===== src/rtl/fir_nsum_pipe_if.sv =====
// Sample/result bundle for the moving-sum FIR: the producer drives samples,
// the FIR drives the primed sum back.
interface fir_nsum_pipe_if #(
   parameter int W    = 16,
   parameter int TAPS = 8
);
   localparam int LG = $clog2(TAPS);

   logic          clear;
   logic          in_valid;
   logic [W-1:0]  a;
   logic          avg;
   logic          out_valid;
   logic [W+LG-1:0] s;

   modport master (output clear, in_valid, a, avg, input out_valid, s);
   modport slave  (input clear, in_valid, a, avg, output out_valid, s);
endinterface


===== src/rtl/fir_nsum_pipe.sv =====
// N-tap equal-weight moving-sum FIR with a registered pairwise adder tree,
// warm-up gating, optional mean output and synchronous flush.
module fir_nsum_pipe #(
   parameter int W    = 16,
   parameter int TAPS = 8
) (
   input  logic            clk,
   input  logic            reset,
   fir_nsum_pipe_if.slave  bus
);
   localparam int LG = $clog2(TAPS);
   localparam int SW = W + LG;
   localparam logic [LG:0] FULL = (LG+1)'(TAPS);

   if (TAPS < 2 || TAPS > 64 || (TAPS & (TAPS - 1)) != 0) begin : g_bad_taps
      $error("fir_nsum_pipe: TAPS must be a power of two in 2..64");
   end

   function automatic logic [SW-1:0] f_mean(input logic [SW-1:0] sum);
      return sum >> LG;
   endfunction

   logic              w_acc;
   logic              w_prime;
   logic [LG:0]       w_fill_nxt;
   logic [TAPS*W-1:0] w_tap_nxt;
   logic [SW-1:0]     w_sum;

   logic [LG:0]       r_fill;
   logic [TAPS*W-1:0] r_tap;
   logic [LG-1:0]     r_vld_p;
   logic [LG-1:0]     r_avg_p;

   // Stage 0: accept sample, shift taps, decide whether it is primed
   always_comb begin
      w_acc      = bus.in_valid & ~bus.clear;
      w_fill_nxt = (r_fill == FULL) ? FULL : r_fill + 1'b1;
      w_prime    = (w_fill_nxt == FULL);
      w_tap_nxt  = w_acc ? {r_tap[(TAPS-1)*W-1:0], bus.a} : r_tap;
   end

   always_ff @(posedge clk or negedge reset) begin
      if (!reset) begin
         r_fill  <= '0;
         r_tap   <= '0;
         r_vld_p <= '0;
         r_avg_p <= '0;
      end else begin
         r_avg_p <= (r_avg_p << 1) | LG'(bus.avg);
         if (bus.clear) begin
            r_fill  <= '0;
            r_tap   <= '0;
            r_vld_p <= '0;
         end else begin
            if (w_acc) begin
               r_fill <= w_fill_nxt;
               r_tap  <= w_tap_nxt;
            end
            r_vld_p <= (r_vld_p << 1) | LG'(w_acc & w_prime);
         end
      end
   end

   // Stages 1..LG: level 1 adds pairs of the post-shift taps so the first
   // tree register lands on the same edge that accepts the sample
   for (genvar l = 1; l <= LG; l++) begin : g_lvl
      localparam int NL = TAPS >> l;
      localparam int LW = W + l;

      logic [2*NL*(LW-1)-1:0] w_in;
      logic [NL*LW-1:0]       r_sum;

      if (l == 1) begin : g_first
         assign w_in = w_tap_nxt;
      end else begin : g_next
         assign w_in = g_lvl[l-1].r_sum;
      end

      always_ff @(posedge clk or negedge reset) begin
         if (!reset) begin
            r_sum <= '0;
         end else begin
            for (int j = 0; j < NL; j++) begin
               r_sum[j*LW +: LW] <= {1'b0, w_in[2*j*(LW-1) +: LW-1]}
                                  + {1'b0, w_in[(2*j+1)*(LW-1) +: LW-1]};
            end
         end
      end
   end

   assign w_sum = g_lvl[LG].r_sum;

   // Output stage: s only moves on a primed result, otherwise holds
   always_ff @(posedge clk or negedge reset) begin
      if (!reset) begin
         bus.out_valid <= 1'b0;
         bus.s         <= '0;
      end else if (bus.clear) begin
         bus.out_valid <= 1'b0;
         bus.s         <= '0;
      end else begin
         bus.out_valid <= r_vld_p[LG-1];
         if (r_vld_p[LG-1]) begin
            bus.s <= r_avg_p[LG-1] ? f_mean(w_sum) : w_sum;
         end
      end
   end
endmodule


===== src/flat_wrapper.sv =====
// flat-port wrapper written by rule: the top's interface ports become plain ports
module fir_nsum_pipe_flat 
#(
   parameter int W    = 16,
   parameter int TAPS = 8
)
  (clk, reset, bus_clear, bus_in_valid, bus_a, bus_avg, bus_out_valid, bus_s);
  fir_nsum_pipe_if #(.W(W), .TAPS(TAPS)) bus_i ();
  input  logic clk;
  input  logic reset;
  input wire logic [$bits(bus_i.clear)-1:0] bus_clear;
  input wire logic [$bits(bus_i.in_valid)-1:0] bus_in_valid;
  input wire logic [$bits(bus_i.a)-1:0] bus_a;
  input wire logic [$bits(bus_i.avg)-1:0] bus_avg;
  output wire logic [$bits(bus_i.out_valid)-1:0] bus_out_valid;
  output wire logic [$bits(bus_i.s)-1:0] bus_s;
  assign bus_i.clear = bus_clear;
  assign bus_i.in_valid = bus_in_valid;
  assign bus_i.a = bus_a;
  assign bus_i.avg = bus_avg;
  assign bus_out_valid = bus_i.out_valid;
  assign bus_s = bus_i.s;
  fir_nsum_pipe #(.W(W), .TAPS(TAPS)) u_core (.clk(clk), .reset(reset), .bus(bus_i));
endmodule

===== config.mk =====
export PLATFORM = sky130hd
export DESIGN_NAME = fir_nsum_pipe_flat
export DESIGN_NICKNAME = d
export VERILOG_FILES = /design/src/rtl/fir_nsum_pipe_if.sv /design/src/rtl/fir_nsum_pipe.sv /design/src/flat_wrapper.sv
export SDC_FILE = /design/constraint.sdc
export NUM_CORES = 1
export LEC_CHECK = 0
export CAP_MARGIN = 0
export CORE_ASPECT_RATIO = 1.2
export CORE_MARGIN = 8
export CORE_UTILIZATION = 45
export CTS_BUF_LIST = sky130_fd_sc_hd__clkbuf_4 sky130_fd_sc_hd__clkbuf_8
export CTS_CLUSTER_SIZE = 28
export DETAILED_ROUTE_END_ITERATION = 7
export GPL_TIMING_DRIVEN = 0
export HOLD_SLACK_MARGIN = 0.08
export PLACE_DENSITY = 0.69
export SKIP_LAST_GASP = 1
export SYNTH_ARGS = -nofsm -noshare
export SYNTH_HDL_FRONTEND = slang
export SYNTH_SLANG_ARGS = --single-unit
export TNS_END_PERCENT = 1

===== constraint.sdc =====
create_clock -name clk -period 2.7 [get_ports clk]
set_input_delay 0.405 -clock clk [delete_from_list [all_inputs] [get_ports clk]]
set_output_delay 0.405 -clock clk [all_outputs]
set_load 0.01 [all_outputs]

==> results of run 1 <==
[per-stage QoR]
stage / total power, mW / cells / cell area, sq um / setup TNS (ps)
after floorplan: 5.26 / 1506 / 16400 / -1570
after global placement: 5.61 / 2013 / 17300 / -3066280
after detailed placement: 5.63 / 2015 / 17400 / -47890
after CTS: 9.98 / 2109 / 18800 / 0
after global routing: 10.3 / 2111 / 18800 / -260
final: 9.87 / 2111 / 18800 / -26.2
[registers in the layout, summed over array words and instances (netlist names)]
| register | flops |
|---|---|
| u_core.bus.out_valid | 1 |
| u_core.bus.s | 19 |
| u_core.g_lvl.r_sum | 123 |
| u_core.r_avg_p | 3 |
| u_core.r_fill | 4 |
| u_core.r_tap | 128 |
| u_core.r_vld_p | 3 |
[routing by layer]
layer | part of all wire (%) | vias up | wire, um | global-route usage, %
met5 | 0 | - | 0 | 0
met3 | 3.1 | 80 | 1190 | 2.33
li1 | - | 5628 | - | -
met2 | 50 | 216 | 19100 | 31.7
met1 | 44 | 5671 | 16800 | 22.6
met4 | 3.1 | 0 | 1170 | 6.56
[worst paths after layout]
kind	from	to	slack, ps	cells past startpoint
min in group asynchronous	reset	u_core.bus.s[9]$_DFFE_PN0P_	350	2
setup / recovery	bus_clear	u_core.g_lvl[1].r_sum[67]$_DFF_PN0_	-30	13
setup reg to reg	u_core.r_tap[0]$_DFFE_PN0P_	u_core.g_lvl[1].r_sum[14]$_DFF_PN0_	50	9
hold / removal	bus_avg	u_core.r_avg_p[0]$_DFF_PN0_	270	1
max in group asynchronous	reset	u_core.r_tap[85]$_DFFE_PN0P_	1420	3
hold reg to reg	u_core.r_avg_p[0]$_DFF_PN0_	u_core.r_avg_p[1]$_DFF_PN0_	350	0
[critical path: cells and delay by family]
family          cells  cell delay, ps
compound gates      6            1160
fa+ha+maj           2             550
buf+inv             3             580
mux                 1             310
simple gates        1             180
[logic make-up (layout without fill, tap and decap cells)]
logic type / Yosys count / after routing / share of synthesized area [%]
xor gates and xnor gates: 91 / 91 / 4.91
other: 0 / 1 / 0
and+or+nand+nor: 345 / 345 / 9.26
buffers and inverters: 85 / 221 / 2.15
muxes: 277 / 277 / 18.1
AOI/OAI and AO/OA: 302 / 302 / 12.4
DFF: 281 / 281 / 43.3
adders and majority gates: 125 / 125 / 9.95
[cell type report]
| class | instances | share of cell area [%] |
|---|---|---|
| buffer | 58 | 1.98 |
| sequential | 281 | 37.3 |
| tap | 468 | 3.11 |
| multi-input combinational | 1140 | 48.3 |
| clock inverter | 13 | 0.990 |
| antenna | 1 | 0.0133 |
| timing repair buffer | 54 | 2.95 |
| clock buffer | 69 | 4.74 |
| inverter | 27 | 0.538 |
[cell usage after synthesis (all sizes together) (30+ instances only)]
| library cell | number | area, sq um |
|---|---|---|
| o21ai | 55 | 279 |
| dfrtp | 281 | 7030 |
| a21o | 36 | 272 |
| mux2 | 129 | 1450 |
| nand2 | 47 | 176 |
| buf | 33 | 154 |
| ha | 118 | 1480 |
| nor2 | 212 | 796 |
| mux2i | 148 | 1480 |
| a211oi | 42 | 330 |
| a21oi | 82 | 414 |
| xor2 | 30 | 263 |
| xnor2 | 61 | 534 |
[power by group through the flow]
stage | clock [mW] | combinational (mW) | sequential, mW
3_5_place_dp | 0 | 1.05 | 4.57
6_report | 4.29 | 1.08 | 4.50
2_1_floorplan | 0 | 0.730 | 4.53
5_1_grt | 4.59 | 1.20 | 4.51
3_3_place_gp | 0 | 1.03 | 4.58
4_1_cts | 4.40 | 1.08 | 4.50
[what timing repair did]
action / 4_1_cts / 5_1_grt
gates resized for setup: 40 / 11
hold buffers: 1 / 0
gates cloned: 1 / 0
setup endpoints to repair: 33 / 16
buffers inserted: 10 / 1
endpoints found under the hold margin: 57 / 0
pin swaps: 21 / 9
==> impl_results.rst, run 1 <==
.. list-table::
   :header-rows: 1

   * - Metric
     - Value
   * - Final Hold Viols
     - 0
   * - Clock latency on the worst-skew pair
     - 590 ps
   * - TritonCTS Buffers
     - 47
   * - Yosys warning total
     - 0
   * - Via total after detailed routing
     - 11600
   * - Post-synth design cell area
     - 0.0162 sq mm
   * - Power Dens Cells
     - 524 mW/mm^2
   * - #FFs+latches synth
     - 281
   * - Number of buffers added on ports
     - 39
   * - Initial antenna violation count
     - 1
   * - Net Count, Synth
     - 1652
   * - Avg Inst Size Synth
     - 10.8 sq um
   * - Gr usage total
     - 18.1%
   * - Part of the total power dissipated in the clock network
     - 43.5%
   * - Max frequency
     - 367 MHz
   * - RSZ-0062 raised after global routing
     - true
   * - Initial Utilization
     - 45.4%
   * - Yosys cell types
     - 61
   * - Via count of the first global-routing pass
     - 11800
   * - Period Utilization, post-route
     - 101%
   * - Total count of max-transition violations in the final report
     - 0
   * - Area growth, synth to finish
     - 16.0%
   * - Internal
     - 7.36 mW
   * - Share of the yosys chip area belonging to registers
     - 43.3%
   * - Commonest non-fill, non-tap cell in the layout
     - dfrtp_1
   * - Vias/cell
     - 5.49
   * - Measured slew at the worst slew-check pin
     - 825 ps
   * - Clock skew
     - 28.9 ps
   * - Final setup viols
     - 1
   * - Startpoint types
     - input port
   * - Leakage dissipation
     - 9.48 nW
   * - Clock tree from TritonCTS
     - done
   * - Utilization after layout
     - 52.7%
   * - Part of the power in combinational logic
     - 11.0%
   * - HPWL after DPL
     - 28100 um
   * - Violated checks
     - negative setup slack
   * - Worst path max stage delay
     - 370 ps
   * - Count of flip-flops with a built-in enable after synthesis
     - 0
   * - Deepest clock path buffer count
     - 3
   * - Kind of critical path
     - in -> reg
   * - Wire length of the first global-routing pass
     - 62500 um
   * - Net switching power
     - 2.51 mW
   * - CTS H-tree lvls
     - 2
   * - Data arrival at the endpoint of the critical path
     - 3200 ps
   * - Number of detailed-routing iterations run before antenna repair
     - 7
   * - Endpoint class of the critical path
     - flop
   * - Share of total power consumed by net switching
     - 25.4%
   * - Headroom to the max-slew limit
     - 45.0%
   * - Placement Setup Slack
     - -1080 ps
   * - Post-Syn Instances
     - 1506
   * - Global-route congestion overflow total
     - 0
   * - Wire length after detailed routing
     - 38200 um
   * - Clock sink count
     - 281
   * - Hold Path Class
     - in -> reg
   * - Die Outline Area
     - 0.0425 sq mm
   * - Share of cells above drive strength 1
     - 18.7%
   * - Area taken by multi-input logic gates
     - 0.00910 sq mm
   * - Final critical-path required period
     - 2730 ps
   * - Largest driver fanout on the critical path
     - 5
   * - Final #Nets
     - 1755
   * - Worst-path cell chain
     - dlygate4sd2_1 -> nand2b_4 -> clkbuf_16 -> buf_12 -> mux2_4 -> ha_4 -> fa_2 -> a211oi_2 -> o211ai_1 -> o21ai_2 -> o21ai_4 -> a221o_1 -> a21o_1
   * - Worst path slowest cell
     - fa_2
   * - Max-cap check violation count
     - 0
   * - Least setup slack across all paths after layout
     - -26.2 ps
   * - Core box area
     - 0.0358 sq mm
   * - Part of the total power dissipated in sequential elements
     - 45.6%
   * - DIE HEIGHT
     - 224 um
   * - Count of standard-cell rows
     - 76
   * - Clock transition at the register clock pins on the worst setup and hold paths after CTS
     - 70 ps
   * - Pin count of the biggest net entering global routing
     - 124
   * - Most used cells in the layout excluding fill and tap cells
     - dfrtp_1, nor2_1, mux2i_1
   * - Sequential standard cell area
     - 0.00703 sq mm
   * - Maximum VDD drop
     - 271 uV
   * - Count of antenna-violating nets left after detailed routing
     - 0
   * - Iter 0 DRT Violations
     - 741
   * - Number of fill cells in the layout
     - 3186
   * - Number of remaining DRC errors
     - 0
   * - Final weighted congestion in routability-driven placement
     - 0.916
   * - Worst hold margin
     - 272 ps
   * - Data required time of the worst path
     - 3170 ps
   * - Dominant register cell in the synthesized netlist
     - dfrtp_1
   * - Average wire per cell in the routed design
     - 18.1 um
   * - Boundary pin count
     - 41
   * - Status
     - finished, violations left
   * - Async set-reset flop share out of synthesis
     - 100%
   * - Die extent in x
     - 189 um
   * - Clock Tree Root
     - clkbuf_8
No activity file was read; power rests on OpenSTA's default activity.
==> inputs of run 2 (changes only) <==
--- a/config.mk
+++ b/config.mk
@@ -14,7 +14,8 @@
 export DETAILED_ROUTE_END_ITERATION = 7
 export GPL_TIMING_DRIVEN = 0
 export HOLD_SLACK_MARGIN = 0.08
-export PLACE_DENSITY = 0.69
+export PLACE_DENSITY = 0.67
+export RECOVER_POWER = 100
 export SKIP_LAST_GASP = 1
 export SYNTH_ARGS = -nofsm -noshare
 export SYNTH_HDL_FRONTEND = slang
==> constraint.sdc (replaced) <==
create_clock -name clk -period 3.25 [get_ports clk]
set_input_delay 0.4875 -clock clk [delete_from_list [all_inputs] [get_ports clk]]
set_output_delay 0.4875 -clock clk [all_outputs]
set_load 0.01 [all_outputs]
==> run 2 against run 1 <==
  * The run ends with max-capacitance violations, max-slew violations, negative setup slack left
  * Largest cell class unchanged
  * Sequential power fell by 17%
  * Clock power fell by 24%
  * Die area did not move
  * Global-route usage fell by 0.33 points
  * Sequential share of layout area rose by 0.93 points
  * Wire length fell by 0.73%
  * Via count fell by 0.41%
  * Design area fell by 2.5%
  * Sequential cell count did not move
  * Core utilization fell by 1.3 points
  * Combinational power fell by 19%
==> impl_results.rst, run 2 (same netlist as run 1, synthesis figures left out) <==
.. list-table::
   :header-rows: 1

   * - Metric
     - Value
   * - Status
     - finished, violations left
   * - Violated checks
     - max-capacitance violations, max-slew violations, negative setup slack
   * - Deepest clock path buffer count
     - 3 (unchanged)
   * - Part of the total power dissipated in the clock network
     - 41.4% (-2.1 points)
   * - Max-cap check violation count
     - 1 (+1)
   * - Endpoint of the worst register-to-register path
     - u_core.g_lvl[1].r_sum[14]$_DFF_PN0_
   * - Count of antenna-violating nets left after detailed routing
     - 0 (unchanged)
   * - Share of total power consumed by net switching
     - 26.0% (+0.57 points)
   * - Total count of max-transition violations in the final report
     - 59 (+59)
   * - Initial Utilization
     - 45.4% (unchanged)
   * - Max frequency
     - 305 MHz
   * - Clock sink count
     - 281 (unchanged)
   * - Largest register FFs
     - 128 (unchanged)
   * - Wire length of the first global-routing pass
     - 61100 um (-2.3%)
   * - Headroom to the max-slew limit
     - -1.31% (-46 points)
   * - Number of fill cells in the layout
     - 3263 (+2.4%)
   * - Via count of the first global-routing pass
     - 11600 (-1.5%)
   * - Endpoint class of the critical path
     - flop
   * - Count of standard-cell rows
     - 76 (unchanged)
   * - HPWL after DPL
     - 28000 um (-0.28%)
   * - Iter 0 DRT Violations
     - 629 (-15%)
   * - Fin Setup TNS
     - -44.5 ps (-18.3 ps)
   * - Leading registers by flop count
     - u_core.r_tap: 128 flops, u_core.g_lvl.r_sum: 123 flops, u_core.bus.s: 19 flops
   * - Net switching power
     - 2.05 mW (-18%)
   * - Data arrival at the endpoint of the critical path
     - 3740 ps (+540 ps)
   * - Boundary pin count
     - 41 (unchanged)
   * - Vias/cell
     - 5.51 (+0.30%)
   * - Gr usage total
     - 17.8% (-0.33 points)
   * - DIE HEIGHT
     - 224 um (unchanged)
   * - Clock transition at the register clock pins on the worst setup and hold paths after CTS
     - 60 ps (about the same)
   * - Final non-filler cell area
     - 0.0184 sq mm (-2.5%)
   * - CTS H-tree lvls
     - 2 (unchanged)
   * - Measured slew at the worst slew-check pin
     - 1520 ps (+694 ps)
   * - Die Outline Area
     - 0.0425 sq mm (unchanged)
   * - Antenna diode instance count
     - 0 (-1)
   * - Least setup slack across all paths after layout
     - -30.3 ps (-4.11 ps)
   * - Pin count of the biggest net entering global routing
     - 127 (+2.4%)
   * - Number of remaining DRC errors
     - 0 (unchanged)
   * - Hold Path Class
     - reg -> reg
   * - Data required time of the worst path
     - 3710 ps (+540 ps)
   * - Core box area
     - 0.0358 sq mm (unchanged)
   * - Startpoint types
     - input port
   * - Final critical-path required period
     - 3280 ps
   * - Maximum VDD drop
     - 308 uV (+14%)
   * - Area growth, synth to finish
     - 13.1%
   * - Final #Nets
     - 1746 (-0.51%)
   * - Period Utilization, post-route
     - 101%
   * - Crit Reg-Reg Startpoint
     - u_core.r_tap[16]$_DFFE_PN0P_
   * - Internal
     - 5.83 mW (-21%)
   * - Number of buffers added on ports
     - 39 (unchanged)
   * - Share of cells above drive strength 1
     - 16.7% (-2.0 points)
   * - Final weighted congestion in routability-driven placement
     - 0.900 (-1.7%)
   * - Number of cells on the worst hold path
     - 0 (-1)
   * - Global-route congestion overflow total
     - 0 (unchanged)
   * - FF-to-FF path depth
     - 9 (unchanged)
   * - Initial antenna violation count
     - 0 (-1)
   * - TritonCTS Buffers
     - 47 (unchanged)
   * - Setup slack on the worst flop-to-flop path
     - 400 ps (+350 ps)
   * - Hold path endpoint
     - u_core.r_avg_p[1]$_DFF_PN0_
   * - Final setup viols
     - 3 (+2)
   * - Commonest non-fill, non-tap cell in the layout
     - dfrtp_1
   * - Part of the power in combinational logic
     - 11.1% (about the same)
   * - Power Dens Cells
     - 428 mW/mm^2 (-18%)
   * - Average wire per cell in the routed design
     - 18.1 um (about the same)
   * - Number of detailed-routing iterations run before antenna repair
     - 5 (-2)
   * - Utilization after layout
     - 51.4% (-1.3 points)
   * - Hold path start
     - u_core.r_avg_p[0]$_DFF_PN0_
   * - Die extent in x
     - 189 um (unchanged)
   * - Worst hold margin
     - 353 ps (+80.8 ps)
   * - Wire length after detailed routing
     - 37900 um (-0.73%)
   * - Most used cells in the layout excluding fill and tap cells
     - dfrtp_1, nor2_1, mux2i_1
   * - Leakage dissipation
     - 9.34 nW (-1.5%)
   * - Clock latency on the worst-skew pair
     - 590 ps (about the same)
   * - RSZ-0062 raised after global routing
     - true
   * - Clock tree from TritonCTS
     - done
   * - Clock Tree Root
     - clkbuf_8
   * - Via total after detailed routing
     - 11500 (-0.41%)
   * - Top reg by flops
     - u_core.r_tap
   * - Kind of critical path
     - in -> reg
   * - Post-placement cell area
     - 0.0173 sq mm (-0.63%)
   * - Clock skew
     - 27.6 ps (-1.27 ps)
   * - Part of the total power dissipated in sequential elements
     - 47.5% (+1.9 points)
   * - Final Hold Viols
     - 0 (unchanged)
   * - Largest driver fanout on the critical path
     - 10 (+5)
[run 2: cell types whose count changed in the layout (fill, tap and decap cells not counted), moves of 3 or more]
cell	previous run	this run
a211oi_1	33	37
a211oi_2	9	5
a31oi_2	0	3
buf_12	4	0
buf_4	14	6
bufinv_16	4	1
clkbuf_8	62	59
fa_1	3	6
fa_2	4	1
ha_1	111	118
ha_2	4	0
ha_4	3	0
[run 2: worst max path at each step]
stage	end	startpoint	cells after the start	slack, ps
3_3_place_gp	u_core.r_tap[25]$_DFFE_PN0P_	reset	1	-10330
6_report	u_core.g_lvl[1].r_sum[48]$_DFF_PN0_	bus_clear	13	-30
4_1_cts	u_core.g_lvl[1].r_sum[27]$_DFF_PN0_	bus_clear	13	-90
3_5_place_dp	u_core.g_lvl[1].r_sum[48]$_DFF_PN0_	bus_clear	13	-1000
5_1_grt	u_core.g_lvl[1].r_sum[48]$_DFF_PN0_	bus_clear	13	-120
2_1_floorplan	u_core.g_lvl[1].r_sum[67]$_DFF_PN0_	bus_in_valid	13	-10
[run 2: layout make-up]
| type | count | area, sq um | share of cell area, % |
|---|---|---|---|
| Inverter | 27 | 101 | 0.552 |
| Tap cell | 468 | 586 | 3.19 |
| Timing Repair Buffer | 45 | 457 | 2.49 |
| Clock buffer | 69 | 887 | 4.83 |
| Multi-Input combinational cell | 1140 | 8940 | 48.7 |
| Sequential cell | 281 | 7030 | 38.3 |
| Buffer | 58 | 295 | 1.61 |
| Clock inverter | 8 | 75.1 | 0.409 |
[run 2: metal layers]
metal	GRT usage (%)	wire, um	part of all wire [%]
met2	30.0	18400	49
met5	0	0	0
met3	2.77	1460	3.8
met4	7.90	1530	4.0
met1	22.3	16500	43
[run 2: power by group through the flow]
stage | registers [mW] | logic (mW) | clock network (mW)
floorplan | 3.77 | 0.599 | 0
global placement | 3.80 | 0.848 | 0
detailed placement | 3.80 | 0.865 | 0
CTS | 3.74 | 0.880 | 3.36
global route | 3.75 | 0.973 | 3.50
finish | 3.74 | 0.875 | 3.26
[run 2: metrics by stage]
step	worst slack, ps	total power [mW]	cells
floorplan	-12.4	4.37	1506
global placement	-10330	4.65	2013
detailed placement	-995	4.67	2015
CTS	-89.1	7.98	2094
global route	-119	8.22	2096
finish	-30.3	7.87	2096
[run 2: what timing repair did]
item,4_1_cts,5_1_grt
hold buffers,1,0
resized for setup,13,20
buffers inserted,1,2
pin swaps,1,4
hold endpoints to repair,57,0
setup endpoints to repair,26,24
[run 2: worst max-delay path, stage by stage]
cell	delay, ps
clkdlybuf4s50_1	500
nand2b_4	150
buf_8	160
buf_6	190
mux2_2	350
ha_1	250
fa_1	500
a21oi_2	230
o211ai_1	150
a21oi_2	200
nor3_1	80
a211oi_1	260
xnor2_1	210
